==> src/rtl/sprite_pkg.sv <==
// Sprite geometry and symbol encoding shared by the reel, payout and
// sprite fetch logic.
package sprite_pkg;

    localparam int SPRITE_W      = 128;
    localparam int SPRITE_H      = 128;
    localparam int NUM_SPRITES   = 8;
    localparam int SPRITE_ADDR_W = 17;

    // Reel symbols; GRAPE has no artwork in the ROM and renders transparent.
    typedef enum logic [3:0] {
        CLOVER     = 4'd0,
        WATERMELON = 4'd1,
        BELL       = 4'd2,
        BAR        = 4'd3,
        CHERRY     = 4'd4,
        DIAMOND    = 4'd5,
        SEVEN      = 4'd6,
        ORANGE     = 4'd7,
        GRAPE      = 4'd8
    } symbol_e;

endpackage

==> src/rtl/rr_arbiter.sv <==
// Round-robin arbiter: the search starts one past the most recently granted
// requester and wraps, so every active requester is served once per round.
module rr_arbiter #(
    parameter int N = 3
) (
    input  logic         clk,
    input  logic         rst,
    input  logic [N-1:0] req,
    input  logic         advance,
    output logic [N-1:0] gnt
);

    localparam int IW = (N > 1) ? $clog2(N) : 1;

    logic [IW-1:0] last;
    logic [IW-1:0] win;
    logic          found;

    // Pick the first requester after last, modulo N; no grant while in reset.
    always_comb begin
        gnt   = '0;
        win   = last;
        found = 1'b0;
        for (int k = 1; k <= N; k++) begin
            if (!found && !rst && req[IW'((int'(last) + k) % N)]) begin
                found = 1'b1;
                win   = IW'((int'(last) + k) % N);
            end
        end
        if (found) begin
            gnt[win] = 1'b1;
        end
    end

    // The pointer moves only when a grant is actually consumed.
    always_ff @(posedge clk) begin
        if (rst) begin
            last <= IW'(N - 1);
        end else if (advance && found) begin
            last <= win;
        end
    end

endmodule

==> src/rtl/sprite_fetch_arbiter.sv <==
// Shares the single synchronous-read sprite ROM among the reel renderers:
// arbitrates, forms the ROM address and routes the pixel back to its owner
// two cycles after the transfer.
module sprite_fetch_arbiter #(
    parameter int NUM_REQ     = 3,
    parameter int SPRITE_W    = sprite_pkg::SPRITE_W,
    parameter int SPRITE_H    = sprite_pkg::SPRITE_H,
    parameter int NUM_SPRITES = sprite_pkg::NUM_SPRITES
) (
    input  logic                 clk,
    input  logic                 rst,
    input  logic [NUM_REQ-1:0]   req,
    input  logic [4*NUM_REQ-1:0] req_sym,
    input  logic [7*NUM_REQ-1:0] req_x,
    input  logic [7*NUM_REQ-1:0] req_y,
    output logic [NUM_REQ-1:0]   gnt,
    output logic [16:0]          rom_addr,
    input  logic [23:0]          rom_pixel,
    output logic [NUM_REQ-1:0]   rsp_valid,
    output logic [23:0]          rsp_pixel
);

    import sprite_pkg::*;

    localparam int XW = $clog2(SPRITE_W);
    localparam int YW = $clog2(SPRITE_H);

    // Power-of-two sprite sizes turn sym*W*H + y*W + x into plain bit fields.
    function automatic logic [SPRITE_ADDR_W-1:0] form_addr(input logic [3:0] sym,
                                                           input logic [6:0] y,
                                                           input logic [6:0] x);
        return (SPRITE_ADDR_W'(sym) << (XW + YW)) | (SPRITE_ADDR_W'(y) << XW) | SPRITE_ADDR_W'(x);
    endfunction

    // Unloaded symbols and idle cycles return transparent black.
    function automatic logic [23:0] pick_pixel(input logic keep, input logic [23:0] pix);
        return keep ? pix : 24'h000000;
    endfunction

    logic               xfer;
    logic [3:0]         sel_sym;
    logic [6:0]         sel_x;
    logic [6:0]         sel_y;
    logic               sel_blank;

    logic               vld_p1;
    logic [NUM_REQ-1:0] own_p1;
    logic               blank_p1;
    logic               vld_p2;
    logic [NUM_REQ-1:0] own_p2;
    logic               blank_p2;

    rr_arbiter #(.N(NUM_REQ)) u_arb (
        .clk     (clk),
        .rst     (rst),
        .req     (req),
        .advance (xfer),
        .gnt     (gnt)
    );

    assign xfer      = |(req & gnt);
    assign sel_blank = int'(sel_sym) >= NUM_SPRITES;

    // Route the granted requester's symbol and coordinates to the address path.
    always_comb begin
        sel_sym = '0;
        sel_x   = '0;
        sel_y   = '0;
        for (int i = 0; i < NUM_REQ; i++) begin
            if (gnt[i]) begin
                sel_sym = req_sym[4*i +: 4];
                sel_x   = req_x[7*i +: 7];
                sel_y   = req_y[7*i +: 7];
            end
        end
    end

    // ---- S1: transfer edge; address to the ROM, owner and blank flag tracked ----
    // An unloaded symbol keeps the old address; its pixel is discarded anyway.
    always_ff @(posedge clk) begin
        if (rst) begin
            vld_p1   <= 1'b0;
            own_p1   <= '0;
            blank_p1 <= 1'b0;
            rom_addr <= '0;
        end else begin
            vld_p1   <= xfer;
            own_p1   <= req & gnt;
            blank_p1 <= sel_blank;
            if (xfer && !sel_blank) begin
                rom_addr <= form_addr(sel_sym, sel_y, sel_x);
            end
        end
    end

    // ---- S2: ROM captures rom_addr; owner moves alongside the read ----
    // Tag follows the ROM's one-cycle read so it lines up with rom_pixel.
    always_ff @(posedge clk) begin
        if (rst) begin
            vld_p2   <= 1'b0;
            own_p2   <= '0;
            blank_p2 <= 1'b0;
        end else begin
            vld_p2   <= vld_p1;
            own_p2   <= own_p1;
            blank_p2 <= blank_p1;
        end
    end

    // ---- Output: pixel and one-hot owner registered together ----
    // Response registers: one pulse per transfer, pixel zeroed for blanks.
    always_ff @(posedge clk) begin
        if (rst) begin
            rsp_valid <= '0;
            rsp_pixel <= '0;
        end else begin
            rsp_valid <= vld_p2 ? own_p2 : '0;
            rsp_pixel <= pick_pixel(vld_p2 && !blank_p2, rom_pixel);
        end
    end

endmodule

==> config.mk <==
export PLATFORM = sky130hd
export DESIGN_NAME = sprite_fetch_arbiter
export DESIGN_NICKNAME = d
export VERILOG_FILES = /design/src/rtl/sprite_pkg.sv /design/src/rtl/rr_arbiter.sv /design/src/rtl/sprite_fetch_arbiter.sv
export SDC_FILE = /design/constraint.sdc
export NUM_CORES = 1
export LEC_CHECK = 0
export ABC_AREA = 0
export CORE_UTILIZATION = 43
export DETAILED_ROUTE_END_ITERATION = 8
export PLACE_DENSITY = 0.87
export SETUP_SLACK_MARGIN = 0.02
export SLEW_MARGIN = 30
export SYNTH_ARGS = -nofsm -noshare
export SYNTH_HDL_FRONTEND = slang
export SYNTH_SLANG_ARGS = --single-unit
==> constraint.sdc <==
create_clock -name clk -period 6.6 [get_ports clk]
set_input_delay 1.32 -clock clk [delete_from_list [all_inputs] [get_ports clk]]
set_output_delay 1.32 -clock clk [all_outputs]
set_load 0.05 [all_outputs]
# --- Word level (Yosys, flattened, before mapping) ---
# Index checks and enable logic that the tools add are counted.
totals:
  reg_bits: 56
  latchBits: 0
  ramBits: 0
  romBits: 0
  input_bits: 83
  output_inout_bits: 47
  wordCells: 71
  n_memories: 0
op_classes:
  n_addsub: 3
  mul: 0
  div_mod_pow: 3
  n_lt_le_gt_ge: 6
  n_eq_ne: 0
  n_shift: 0
  muxes: 27
  bitwise: 5
  n_reduce_logical: 17
ops:
  columns: ["op", "n"]
  rows:
  - ["32-bit by 3-bit remainder unit with 32-bit output, second input constant", 3]
  - ["7-bit 2-to-1 mux", 6]
  - ["17-bit by 14-bit bitwise OR with 17-bit output", 1]
  - ["17-bit by 7-bit bitwise OR with 17-bit output", 1]
  - ["2-bit by 4-bit < comparator with 1-bit output, second input constant", 3]
  - ["4-bit 2-to-1 mux", 3]
  - ["1-bit 2-to-1 mux", 10]
  - ["1-bit logical AND", 9]
  - ["2-bit by 2-bit adder with 3-bit output, second input constant", 2]
  - ["1-bit binary-select mux with 2-bit select", 3]
  - ["2-bit 2-to-1 mux", 3]
  - ["1-bit zero test", 5]
  - ["4-bit greater-or-equal comparator, second input constant", 1]
  - ["2-bit OR reduction", 2]
  - ["2-bit by 1-bit adder with 3-bit output, second input constant", 1]
  - ["3-bit bitwise AND", 1]
  - ["2-bit by 3-bit < comparator with 1-bit output, second input constant", 1]
  - ["3-bit 2-to-1 mux", 1]
  - ["3-bit OR reduction", 1]
  - ["1-bit demux with 2-bit select", 1]
  - ["2-bit by 1-bit greater-or-equal comparator with 1-bit output, second input constant", 1]
  - ["1-bit NOT", 2]

# --- Depth between registers and ports, before layout ---
depth:
  depth_word: 26
  depth_mapped: 12
  depth_no_buf: 9

# --- By module ---
# From an unflattened synthesis, not the netlist that was laid out.
hier_totals:
  hier_cells: 282
  area_unflattened_um2: 2596.2
modules_own_cells:
  columns: ["mod", "instances", "cells_per_inst", "area_each_um2"]
  rows:
  - ["sprite_fetch_arbiter", 1, 226, 2129.5]
  - ["rr_arbiter", 1, 56, 466.7]

# --- Worst setup path after synthesis ---
# Ideal clock, no wire load.
synth_timing:
  path_type: "input port to output port"
  start: "input req[2]"
  end: "output gnt[0]"
  t_arrival_ns: 3.216
  path_slack_ns: 2.064
  stages: 7
  path_cell_list: "buf_2 or2_2 o221ai_1 o21bai_1 a21oi_1 clkbuf_1 and3_1"
synth_via:
  elab_chain_len: 18
synth_rtl:
  columns: ["item", "line", "rtl"]
  rows:
  - ["from (decl)", "sprite_fetch_arbiter.sv:12", "input logic [NUM_REQ-1:0] req,"]
  - ["1-bit binary-select mux with 2-bit select", "rr_arbiter.sv:25", "if (!found && !rst && req[IW'((int'(last) + k) % N)]) begin"]
  - ["1-bit 2-to-1 mux (not written as such) (2 in series)", "rr_arbiter.sv:25", null]
  - ["1-bit logical AND", "rr_arbiter.sv:25", null]
  - ["1-bit 2-to-1 mux", "rr_arbiter.sv:25", null]
  - ["1-bit zero test", "rr_arbiter.sv:25", null]
  - ["1-bit logical AND (2 in series)", "rr_arbiter.sv:25", null]
  - ["1-bit 2-to-1 mux", "rr_arbiter.sv:25", null]
  - ["1-bit zero test", "rr_arbiter.sv:25", null]
  - ["1-bit logical AND (2 in series)", "rr_arbiter.sv:25", null]
  - ["2-bit 2-to-1 mux", "rr_arbiter.sv:25", null]
  - ["2-bit by 3-bit < comparator with 1-bit output (not written as such) or 2-bit by 1-bit greater-or-equal comparator with 1-bit output (tied branches)", "rr_arbiter.sv:31", "gnt[win] = 1'b1;"]
  - ["1-bit logical AND (not written as such)", "rr_arbiter.sv:31", null]
  - ["1-bit 2-to-1 mux (not written as such)", "rr_arbiter.sv:31", null]
  - ["1-bit demux with 2-bit select", null, null]
  - ["3-bit 2-to-1 mux *", "rr_arbiter.sv:30", "if (found) begin"]
  - ["to (decl)", "sprite_fetch_arbiter.sv:16", "output logic [NUM_REQ-1:0] gnt,"]
# Every way passes the cells marked *; elsewhere a longest branch is shown, timed or not. The select of a mux whose other input is x is not followed.

# --- Worst setup path after layout ---
layout_timing:
  start: "input req[1]"
  end: "output gnt[1]"
# Same word-level chain as after synthesis.

==> metrics <==
sw power 0.0004988 W; fin. max-slew vios 0; Final period util 77.28%; Synth Cell Area 0.002564 sq mm; vias in the first global route 2,185; vias per inst 5.320; Placer Congestion 0.9014; unrepaired setup endpoints after global routing false; WL/cell 14.88 um; Sw Ratio 41.07%; die area 0.006275 sq mm; TNS Setup 0 ps; peak supply drop 162.8 uV; Vert. Die Dim 79.22 um; max-cap viol count 0; Avg Synthesized Cell Area 10.59 sq um; yosys warns 0; Clock Tree Buf Depth 2; Layout area overhead 53.00%; Worst Hold Margin roughly 440 ps; most frequent cells in the layout 128 x clkdlybuf4s50_1, 56 x dfxtp_1, 27 x and2_1; Clk Latency, worst-skew pair between 300 and 400 ps; P per Cell Area 309.6 mW/mm^2; Core Area ~0.0056 sq mm; global-route usage over all layers about 21%; crit-path max cell delay ~790 ps; Top Family by Delay on Critical Path buffers and inverters; Flop pwr share a little over a third; Tightest Pin Transition 673.8 ps; first-pass GRT wire length 10,140 um; hold buffer count at CTS 0; total gr overflow 0; register bit count reported by yosys 56; min Tclk post-route 5100 ps; CTS H-Tree Depth 2; largest net degree at the start of global routing 36; clk sink count 56; Slowest-stage cell, CP clkdlybuf4s50_1; Yosys cell types between 50 and 60; CTS resizes 0; WP buf/inv 2; hpwl dp 4817 um; postcts setup bufs 0; commonest non-fill, non-tap cell in the layout clkdlybuf4s50_1; Setup Skew 3.734 ps; Worst slew margin 54.94%; crit end category output pin; most frequent CP cell clkdlybuf4s50_1; required time worst endpoint approximately 5300 ps; num ports 130; clock slew at reported path FFs 90 ps; CTS tree yes; Synth Flop Type dfxtp_1; # diodes 0; P_int 0.0007156 W; largest area contributor in the netlist dfxtp_1; Static Leak roughly 1.4 nW; final setup fails 0; WL final 6459 um; WS Path Type input pin to output pin; port bufs 129; Synth top area share approximately 44%; Combinational Power Share 49.5%; Seq/Total Area, Yosys 43.73%; share of layout cells above drive strength 1 under 10%; Site Rows 27; first-pass detailed-route iteration total 4; Post-Synthesis Cells 242; CTS root buf clkbuf_8; via count 2,309; Synth Net Count between 300 and 400; CP startpoint kind input pin; worst path cell trace clkdlybuf4s50_1 > mux2i_1 > o22ai_2 > or4_4 > nand2_1 > clkdlybuf4s50_1; FMAX 0.1961 GHz; initial antenna violation count 0; WP data arrival 3780 ps; post-route ant nets 0; FF-to-FF setup slack ~3200 ps; Die Width 79.22 um; Clk pwr share 15.2%; number of synthesized flops with an enable pin 0; Hold Vio Cnt, Final 0; Initial DRC Count 112; DRC 0; Synth async-reset ratio 0%; min-delay worst type flop to flop; layout net count about 450; Initial Utilization 45.44%; Crit Path Max Fanout 7; dominant cells by area after synthesis dfxtp_1 44%, and2_1 6.6%, o32a_1 6.2%; cts bufs inserted 5; status complete, no violations
[Yosys cell counts, drive strengths merged (4+ instances only)]
master	instances
nor2b	8
ha	4
inv	4
clkbuf	8
o2bb2ai	17
and3	4
nand2	7
buf	12
dfxtp	56
nor4b	17
and2	27
o32a	17
mux2i	4
nor2	21
[layer usage]
metal / part of all wire (%) / up-vias / wire length, um / global-route usage [%]
met5: 0 / - / 0 / 0
met1: 42 / 1058 / 2730 / 24.77
met4: 1.2 / 0 / 76 / 6.182
met3: 6.6 / 9 / 428 / 4.713
met2: 50 / 104 / 3223 / 36.47
li1: - / 1138 / - / -
[cells by family after synthesis]
group           Yosys count  synth area share, %
compound gates           57                22.50
mux                       5                2.001
buf+inv                  24                5.954
fa+ha+maj                 4                1.952
simple gates             96                23.87
flops                    56                43.73
[per-stage QoR]
step | setup WS, ps | instance area (sq um) | std cells | total power (W) | utilization, %
6_report | 1500 | 3923 | 434 | 0.001214 | 69.53
5_1_grt | 1391 | 3923 | 434 | 0.001276 | 69.53
4_1_cts | 1507 | 3923 | 434 | 0.001223 | 69.53
3_5_place_dp | 1514 | 3834 | 426 | 0.001039 | 67.95
3_3_place_gp | 1573 | 3824 | 425 | 0.001029 | 67.78
2_1_floorplan | 2064 | 2564 | 242 | 0.0008604 | -
[power groups by stage]
| stage | Sequential, W | Combinational [W] | Clock, W |
|---|---|---|---|
| 4_1_cts | 0.000429 | 0.000604 | 0.000190 |
| 3_5_place_dp | 0.000437 | 0.000602 | 0 |
| 6_report | 0.000429 | 0.000601 | 0.000184 |
| 2_1_floorplan | 0.000609 | 0.000251 | 0 |
| 5_1_grt | 0.000438 | 0.000633 | 0.000205 |
| 3_3_place_gp | 0.000436 | 0.000593 | 0 |
[state kept, by name (all words and copies together) (netlist names)]
| register | flops |
|---|---|
| u_arb.last | 2 |
| blank_p2 | 1 |
| rsp_valid | 3 |
| vld_p1 | 1 |
| rsp_pixel | 24 |
| own_p2 | 3 |
| blank_p1 | 1 |
| rom_addr | 17 |
| vld_p2 | 1 |
| own_p1 | 3 |
[path summary, 6_finish.rpt]
check	cells past startpoint	from	end
setup / recovery	6	req[1]	gnt[1]
hold / removal	1	own_p2[2]	rsp_valid[2]
setup reg to reg	9	u_arb.last[0]	rom_addr[12]
hold reg to reg	1	own_p2[2]	rsp_valid[2]
[layout make-up]
cell class	instances	area (sq um)
Sequential cell	56	1121
Tap cell	72	90.09
Clock buffer	6	72.57
Fill cell	420	1719
Inverter	4	15.01
Multi-Input combinational cell	162	1296
Timing Repair Buffer	132	1311
Clock inverter	2	16.27
Note: power is estimated with default switching activity, not from simulation.
